**config.mk**
```make
export PLATFORM = sky130hd
export DESIGN_NAME = pool_scan_engine
export DESIGN_NICKNAME = d
export VERILOG_FILES = /design/src/rtl/snn_interfaces_pkg.sv /design/src/rtl/pool_neuron_update.sv /design/src/rtl/pool_scan_engine.sv
export SDC_FILE = /design/constraint.sdc
export NUM_CORES = 1
export LEC_CHECK = 0
export ABC_AREA = 1
export CAP_MARGIN = 20
export CORE_MARGIN = 5
export CORE_UTILIZATION = 38
export CTS_BUF_LIST = sky130_fd_sc_hd__clkbuf_8
export DETAILED_ROUTE_END_ITERATION = 10
export MAX_ROUTING_LAYER = met4
export PLACE_DENSITY_LB_ADDON = 0.05
export SYNTH_ARGS = -nofsm -noshare
export SYNTH_HDL_FRONTEND = slang
export SYNTH_HIERARCHICAL = 1
export SYNTH_SLANG_ARGS = --single-unit
```
**constraint.sdc**
```tcl
create_clock -name clk -period 1.8 [get_ports clk]
set_clock_uncertainty 0.05 [all_clocks]
set_input_delay 0.36 -clock clk [delete_from_list [all_inputs] [get_ports clk]]
set_output_delay 0.36 -clock clk [all_outputs]
set_load 0.1 [all_outputs]
```
**src/rtl/snn_interfaces_pkg.sv**
```systemverilog
// Shared SNN interface types: pixel coordinate, spike event, scan FSM encoding and default sizing.
package snn_interfaces_pkg;

  localparam int unsigned DEFAULT_COORD_BITS  = 8;
  localparam int unsigned DEFAULT_CHANNELS    = 4;
  localparam int unsigned DEFAULT_NEURON_BITS = 8;
  localparam int unsigned DEFAULT_IMG_WIDTH   = 4;
  localparam int unsigned DEFAULT_IMG_HEIGHT  = 4;
  localparam int unsigned DEFAULT_THRESHOLD   = 100;
  localparam int unsigned DEFAULT_LEAK        = 5;

  typedef struct packed {
    logic [DEFAULT_COORD_BITS-1:0] x;
    logic [DEFAULT_COORD_BITS-1:0] y;
  } vec2_t;

  typedef struct packed {
    vec2_t                       coord;
    logic [DEFAULT_CHANNELS-1:0] mask;
  } spike_event_t;

  typedef enum logic [2:0] {
    IDLE = 3'd0,
    RD   = 3'd1,
    CAP  = 3'd2,
    WR   = 3'd3,
    DONE = 3'd4
  } scan_state_e;

endpackage

```
**src/rtl/pool_neuron_update.sv**
```systemverilog
// One channel of the pool update: saturating leak, threshold compare, reset-on-spike.
module pool_neuron_update #(
  parameter int unsigned BITS      = 8,
  parameter int unsigned THRESHOLD = 100,
  parameter int unsigned LEAK      = 5
) (
  input  logic [BITS-1:0] v_i,
  output logic [BITS-1:0] wr_o,
  output logic            spike_o
);

  logic [BITS-1:0] leaked_c;

  // Leak saturates at zero instead of wrapping.
  always_comb begin
    leaked_c = '0;
    if (32'(v_i) >= LEAK) leaked_c = v_i - BITS'(LEAK);
    spike_o = (32'(leaked_c) >= THRESHOLD);
    wr_o    = spike_o ? '0 : leaked_c;
  end

endmodule

```
**src/rtl/pool_scan_engine.sv**
```systemverilog
// Row-major read/leak/write scan over the membrane pool, emitting per-pixel spike events.
module pool_scan_engine
  import snn_interfaces_pkg::*;
#(
  parameter int unsigned COORD_BITS       = DEFAULT_COORD_BITS,
  parameter int unsigned CHANNELS         = DEFAULT_CHANNELS,
  parameter int unsigned BITS_PER_CHANNEL = DEFAULT_NEURON_BITS,
  parameter int unsigned IMG_WIDTH        = DEFAULT_IMG_WIDTH,
  parameter int unsigned IMG_HEIGHT       = DEFAULT_IMG_HEIGHT,
  parameter int unsigned THRESHOLD        = DEFAULT_THRESHOLD,
  parameter int unsigned LEAK             = DEFAULT_LEAK
) (
  input  logic                                         clk,
  input  logic                                         rst_n,
  input  logic                                         start,
  output logic                                         busy,
  output logic                                         done,
  output logic                                         read_req,
  output vec2_t                                        coord_get,
  input  logic                                         read_ready,
  input  logic [CHANNELS-1:0][BITS_PER_CHANNEL-1:0]    data_out,
  output logic                                         write_req,
  output vec2_t                                        coord_wtr,
  output logic [CHANNELS-1:0][BITS_PER_CHANNEL-1:0]    data_in,
  input  logic                                         write_ready,
  output logic                                         spike_valid,
  input  logic                                         spike_ready,
  output vec2_t                                        spike_coord,
  output logic [CHANNELS-1:0]                          spike_mask
);

  localparam int unsigned CW = COORD_BITS;
  localparam int unsigned VW = DEFAULT_COORD_BITS;

  scan_state_e state_q, state_d;
  logic [CW-1:0] x_q, x_d, y_q, y_d;
  logic [CHANNELS-1:0][BITS_PER_CHANNEL-1:0] data_q, wr_val_c;
  logic [CHANNELS-1:0] mask_q, spike_c;
  logic cap_en_c, wr_exit_c, last_px_c;

  for (genvar ch = 0; ch < int'(CHANNELS); ch++) begin : g_neuron
    pool_neuron_update #(
      .BITS      (BITS_PER_CHANNEL),
      .THRESHOLD (THRESHOLD),
      .LEAK      (LEAK)
    ) u_neuron (
      .v_i     (data_out[ch]),
      .wr_o    (wr_val_c[ch]),
      .spike_o (spike_c[ch])
    );
  end

  // A spiking pixel may only retire once its event is taken, so write and spike leave together.
  assign wr_exit_c = write_ready && ((mask_q == '0) || spike_ready);
  assign last_px_c = (x_q == CW'(IMG_WIDTH - 1)) && (y_q == CW'(IMG_HEIGHT - 1));

  assign coord_get   = '{x: VW'(x_q), y: VW'(y_q)};
  assign coord_wtr   = '{x: VW'(x_q), y: VW'(y_q)};
  assign spike_coord = '{x: VW'(x_q), y: VW'(y_q)};
  assign data_in     = data_q;
  assign spike_mask  = mask_q;

  always_comb begin
    state_d     = state_q;
    x_d         = x_q;
    y_d         = y_q;
    cap_en_c    = 1'b0;
    busy        = 1'b0;
    done        = 1'b0;
    read_req    = 1'b0;
    write_req   = 1'b0;
    spike_valid = 1'b0;
    case (state_q)
      IDLE: begin
        if (start) begin
          x_d     = '0;
          y_d     = '0;
          state_d = RD;
        end
      end
      RD: begin
        busy     = 1'b1;
        read_req = read_ready;
        if (read_ready) state_d = CAP;
      end
      CAP: begin
        busy     = 1'b1;
        cap_en_c = 1'b1;
        state_d  = WR;
      end
      WR: begin
        busy        = 1'b1;
        spike_valid = (mask_q != '0);
        if (wr_exit_c) begin
          write_req = 1'b1;
          if (last_px_c) begin
            state_d = DONE;
          end else begin
            state_d = RD;
            if (x_q == CW'(IMG_WIDTH - 1)) begin
              x_d = '0;
              y_d = y_q + CW'(1);
            end else begin
              x_d = x_q + CW'(1);
            end
          end
        end
      end
      DONE: begin
        done    = 1'b1;
        state_d = IDLE;
      end
      default: state_d = IDLE;
    endcase
  end

  // Post-update values are captured once in CAP so WR outputs stay frozen through any stall.
  always_ff @(posedge clk or negedge rst_n) begin
    if (!rst_n) begin
      state_q <= IDLE;
      x_q     <= '0;
      y_q     <= '0;
      data_q  <= '0;
      mask_q  <= '0;
    end else begin
      state_q <= state_d;
      x_q     <= x_d;
      y_q     <= y_d;
      if (cap_en_c) begin
        data_q <= wr_val_c;
        mask_q <= spike_c;
      end
    end
  end

endmodule
```
==> results of run 1 <==
repair_timing:
item | in CTS | in global routing
endpoints found under the hold margin | 20 | 0
setup endpoints to repair | 32 | 53
hold buffers | 1 | 0
buffers inserted | 5 | 6
gates resized for setup | 16 | 95
pin swaps | 11 | 36
per-layer routing:
layer | track usage, % | vias to the layer above
met2 | 32.37 | 111
li1 | - | 2258
met1 | 20.33 | 2042
met5 | - | -
met3 | 2.193 | 17
met4 | 4.795 | 0
logic make-up (layout without fill, tap and decap cells):
kind of cell	count (synthesis)	count (layout)
and+or+nand+nor	429	429
DFF	55	55
adders and majority gates	10	10
buffers and inverters	116	289
AOI/OAI and AO/OA	21	21
other	4	4
xor gates and xnor gates	3	3
sequential cells by signal (all words and copies together), names as in the netlist:
register,flops
y_q,8
x_q,8
spike_mask,4
data_in,32
state_q,3
per-stage QoR:
stage / hold slack [ns] / util, %
after floorplan: 0.01441 / -
after global placement: 0.3474 / 62.89
after detailed placement: 0.3492 / 62.89
after CTS: 0.4995 / 64.41
after global routing: 0.5211 / 68.09
final: 0.4941 / 68.09
worst reg2reg max path, delay by kind of cell, from the launching register on:
family | cells | cell delay, ns
AND/OR/NAND/NOR | 7 | 0.55
flip-flops | 1 | 0.49
buffers and inverters | 2 | 0.30
AO/OA/AOI/OAI | 1 | 0.17
path summary, 6_finish.rpt:
path,from,end
max in group asynchronous,rst_n,data_in[29]
setup reg to reg,spike_mask[1],y_q[4]
setup / recovery,spike_mask[1],write_req
min in group asynchronous,rst_n,x_q[1]
hold / removal,data_in[25],data_in[25]
hold reg to reg,data_in[25],data_in[25]
cell type report:
type / count / area [µm²]
repair buffers: 210 / 2836
clock buffers: 5 / 68.82
inverters: 71 / 272.8
well taps: 140 / 175.2
fillers: 882 / 3490
flip-flops and latches: 55 / 1414
clock inverters: 3 / 20.02
multi-input cells: 467 / 2659
synthesized netlist by cell type:
master and n:
buf_4 37, buf_6 2, a21oi_1 1, conb_1 4
inv_1 54, a31o_1 4, nand2_4 12, buf_2 5
o21ai_0 4, ha_1 10, nor3_1 4, inv_2 17
xor2_1 3, dfrtp_1 55, nor3b_1 3, clkbuf_1 1
o21bai_1 12, nor2_4 14, nand3_1 46, nand4_1 10
nand2_1 251, nor2_1 61, nor2_2 21, nand2_2 7
power groups by stage:
stage	Combinational, mW	Sequential (mW)	Clock (mW)
5_1_grt	8.10	2.14	0.805
3_5_place_dp	7.54	2.10	0
2_1_floorplan	2.33	4.44	0
4_1_cts	7.64	2.07	0.754
3_3_place_gp	7.48	2.10	0
6_report	7.75	2.09	0.728
==> flow_summary.yaml, run 1 <==
yosys:
  synth.area.mux_share_pct: 0
  synth_compound_area_share_pct: 3.522
  synth.avg_cell_area_um2: 6.682
  netlist.area_leader.share_pct: 32.29
  synthSimpleGateAreaFrac_pct: 46.32
  ys_ff_latch: 55
  postSynthCellCount: 638
  ys_types: 24
  synth_top_family_by_area: "simple AND/OR/NAND/NOR gates"
  yosys_warnings: 6
  synth_area_leader_cell: "dfrtp_1"
  syn-cell-area_mm2: 0.004263
  synth_area_leaders: "dfrtp_1, nand2_1, buf_4"
  synthAdderAreaFrac_pct: 2.935
  synthesis.nets: 686
  synth_xor_area_share_pct: 0.6164
  yosysSeqAreaShare_pct: 32.29
place:
  pre_cts_ws_ns: -0.4307
  dp.cells: 931
  placement.io_buffers: 126
  place_congestion: 0.8989
  post_dp_cell_area_mm2: 0.006878
  dp.final_hpwl_mm: 9.078
timing:
  worst_pin_slew_ns: 0.6355
  hold_viol_final: 0
  finalCritPeriodShare_pct: 100.4
  worst_slack_ns: -0.007960
  fmax_mhz: 553.1
  post-route-min-period_ns: 1.808
  final-setup-viol-count: 1
  fin_setup_tns_ns: -0.007960
  relSlewSlack_pct: 57.57
  rsz0062_at_grt: "true"
  slew_violations: 0
worst_setup_path:
  critPathKind: "reg -> out"
  arrival_ns: 1.40
  reg2regPathDepth: 10
  path_max_fanout: 2
  setup.worst_path.end_class: "output port"
  path_cells: "nor2_2 > nand2_2 > nand2_2 > nand2_2 > nor2_4 > buf_12"
  start_kind: "flop"
  required_ns: 1.39
  worstPathBufferInverterCount: 1
  cp_num_cells: 6
  cp_common_cell: "nand2_2"
  crit_slowest_cell: "dfrtp_4"
  reg2reg_slack_ns: 0.12
  crit_path_max_incr_delay_ns: 0.49
  crit_family: "flip-flops"
run_status:
  status: "finished, violations left"
  violations: "setup timing"
detailed_routing:
  routed_wl_mm: 11.88
  antenna_left: 0
  wl_met3_um: 479
  via_per_inst: 4.656
  wl_met1_mm: 4.878
  highest_layer: "met4"
  wl_met2_mm: 6.325
  wl_per_cell_um: 12.49
  drtPass1Iterations: 4
  drc: 0
  num_vias: 4428
  drt_iter0_markers: 142
worst_hold_path:
  hp-class: "reg -> reg"
  hold_depth: 2
die:
  die_h_um: 115.9
  core_area_mm2: 0.01094
  io_pins: 127
  start_util_pct: 38.98
  die_x_um: 115.9
  die_area_mm2: 0.01344
  core.rowCount: 38
pwr:
  p_leak_nw: 3.797
  ir_drop_mv: 0.8237
  finalPower_mw: 10.57
  switchingPower_mw: 6.044
  p_per_area_mw_per_mm2: 1420
  pwr-share-comb_pct: 73.3
  p_int_mw: 4.528
  pwr-share-seq_pct: 19.8
  sw_frac_of_total_pct: 57.17
  pwr-share-clk_pct: 6.9
finish:
  final_cell_mix: "nand2_1, buf_12, buf_4, nor2_1, inv_1"
  area_delta_synth_final_pct: 74.67
  layout_commonest_cell: "nand2_1"
  finalInstanceArea_mm2: 0.007446
  nets: 858
  fin_cells: 951
  drive_gt1_share_pct: 42.29
  antenna_cells: 0
clock_network:
  path_clk_slew_ns: 0.11
  cts.sinks: 55
  htreeDepth: 2
  clock_latency_ns: 0.32
  tritoncts: "done"
  clk_path_buf_depth: 2
  cts-root-buf: "clkbuf_8"
  cts_buffers: 5
grt:
  grtUsageTotal_pct: 17.70
  grt_pass1_vias: 4283
  grt_overflow: 0
  grt_max_degree: 39
  antenna_found_initial: 0
  grt_pass1_wl_mm: 18.92
flow_run:
  maxCapViolations: 0
No activity file was read; power rests on OpenSTA's default activity.
==> inputs of run 2 (changes only) <==
--- a/config.mk
+++ b/config.mk
@@ -11,6 +11,7 @@
 export CORE_UTILIZATION = 38
 export CTS_BUF_LIST = sky130_fd_sc_hd__clkbuf_8
 export DETAILED_ROUTE_END_ITERATION = 10
+export DONT_BUFFER_PORTS = 1
 export MAX_ROUTING_LAYER = met4
 export PLACE_DENSITY_LB_ADDON = 0.05
 export SYNTH_ARGS = -nofsm -noshare
==> flow_summary.yaml, run 2 (synthesized netlist as in run 1, its figures left out) <==
run_status:
  status: "finished, final reports clean"
detailed_routing:
  drc: 0
  antenna_left: 0
  drt_iter0_markers: 191
  num_vias: 3785
  drtPass1Iterations: 6
  routed_wl_mm: 10.28
  wl_per_cell_um: 12.49
  via_per_inst: 4.599
timing:
  finalCritPeriodShare_pct: 99.79
  final-setup-viol-count: 0
  fin_setup_tns_ns: 0
  rsz0062_at_grt: "true"
  post-route-min-period_ns: 1.796
  relSlewSlack_pct: 60.96
  hold_viol_final: 0
  worst_pin_slew_ns: 0.5856
  worst_slack_ns: 0.003790
  slew_violations: 0
  fmax_mhz: 556.7
grt:
  grt_max_degree: 56
  grt_pass1_vias: 3828
  grt_overflow: 0
  grt_pass1_wl_mm: 17.30
  grtUsageTotal_pct: 16.11
  antenna_found_initial: 0
worst_setup_path:
  start_kind: "flop"
  reg2reg_slack_ns: 0.11
  required_ns: 1.39
  critPathKind: "reg -> out"
  arrival_ns: 1.39
  reg2reg_from: "x_q[1]"
  r2r_end: "y_q[4]"
  path_max_fanout: 2
  setup.worst_path.end_class: "output port"
  reg2regPathDepth: 8
clock_network:
  cts_buffers: 5
  clk_path_buf_depth: 2
  clock_latency_ns: 0.30
  cts.sinks: 55
  path_clk_slew_ns: 0.10
  tritoncts: "done"
  cts-root-buf: "clkbuf_8"
  htreeDepth: 2
finish:
  nets: 730
  fin_cells: 823
  final_cell_mix: "nand2_1, buf_4, nor2_1, inv_1, nand3_1"
  antenna_cells: 0
  layout_commonest_cell: "nand2_1"
  drive_gt1_share_pct: 29.87
  fillers: 1145
  area_delta_synth_final_pct: 23.25
  largest_reg_flops: 32
  finalInstanceArea_mm2: 0.005254
die:
  core.rowCount: 38
  die_area_mm2: 0.01344
  io_pins: 127
  die_h_um: 115.9
  core_area_mm2: 0.01094
  start_util_pct: 38.98
  die_x_um: 115.9
worst_hold_path:
  hold_start: "data_out[16]"
  hold_end: "data_in[16]"
  hp-class: "in -> reg"
  hold_depth: 5
place:
  dp.cells: 800
  place_congestion: 0.8727
  post_dp_cell_area_mm2: 0.004890
  pre_cts_ws_ns: 0.05964
  dp.final_hpwl_mm: 7.904
  placement.io_buffers: 0
pwr:
  finalPower_mw: 9.231
  p_leak_nw: 2.840
  p_per_area_mw_per_mm2: 1757
  ir_drop_mv: 1.029
flow_run:
  maxCapViolations: 0
==> run 2: cell count changes in the layout (fill, tap and decap cells not counted), sizes merged <==
cell | before | now
inv | 72 | 70
buf | 173 | 81
clkdlybuf4s50 | 22 | 0
clkinv | 0 | 1
clkinvlp | 2 | 1
dlymetal6s2s | 13 | 0
bufinv | 0 | 1
clkbuf | 5 | 6
dlygate4sd2 | 1 | 0
==> run 2: metrics by stage <==
stage	utilization [%]	hold WS, ns
after floorplan	-	0.01441
after global placement	44.71	0.01606
after CTS	46.68	0.2502
after global routing	48.04	0.2857
after detailed placement	44.71	0.01620
final	48.04	0.2620
==> run 2: cell type report <==
| class | instances | area [µm²] | share of cell area, % |
|---|---|---|---|
| Clock inverter | 2 | 35.03 | 0.6668 |
| Inverter | 71 | 272.8 | 5.192 |
| Timing Repair Buffer | 82 | 875.8 | 16.67 |
| Sequential cell | 55 | 1415 | 26.94 |
| Multi-Input combinational cell | 467 | 2397 | 45.63 |
| Clock buffer | 6 | 82.58 | 1.572 |
| Tap cell | 140 | 175.2 | 3.334 |
==> run 2: layer usage <==
metal  track usage, %  wire (µm)  up-vias
met5                -          0        -
met4            3.790         71        0
met3            3.133        649        4
met2            28.81       5225       84
met1            18.59       4336     1701
li1                 -          -     1996
==> run 2: worst max-delay path by stage <==
stage	slack, ns	start	endpoint
after global placement	0.07	spike_mask[1]	y_q[2]
final	0.004	spike_mask[3]	write_req
after floorplan	-0.26	state_q[0]	done
after CTS	-0.04	spike_mask[3]	write_req
after detailed placement	0.06	data_out[9]	data_in[10]
after global routing	-0.05	spike_mask[3]	write_req
==> run 2: what timing repair did <==
item                                    4_1_cts  5_1_grt
resized for setup                             9       23
setup buffers                                 4        8
hold endpoints to repair                     55        0
endpoints found under the setup margin        6       19
hold buffers                                  2        0
gates cloned                                  0        1
pin swaps                                     8       11
==> run 2: worst max-delay path: stages (launching register included) <==
cell	delay, ns
dfrtp_4	0.50
nor2_4	0.08
nand2_2	0.08
nand2_2	0.08
nand2_4	0.05
nor2_4	0.12
buf_12	0.18
==> run 2: where the power goes <==
group / leakage, nW / switching, mW / internal (mW)
Clock: 0.0612 / 0.403 / 0.451
Combinational: 2.08 / 5.10 / 1.45
Sequential: 0.695 / 0.180 / 1.65
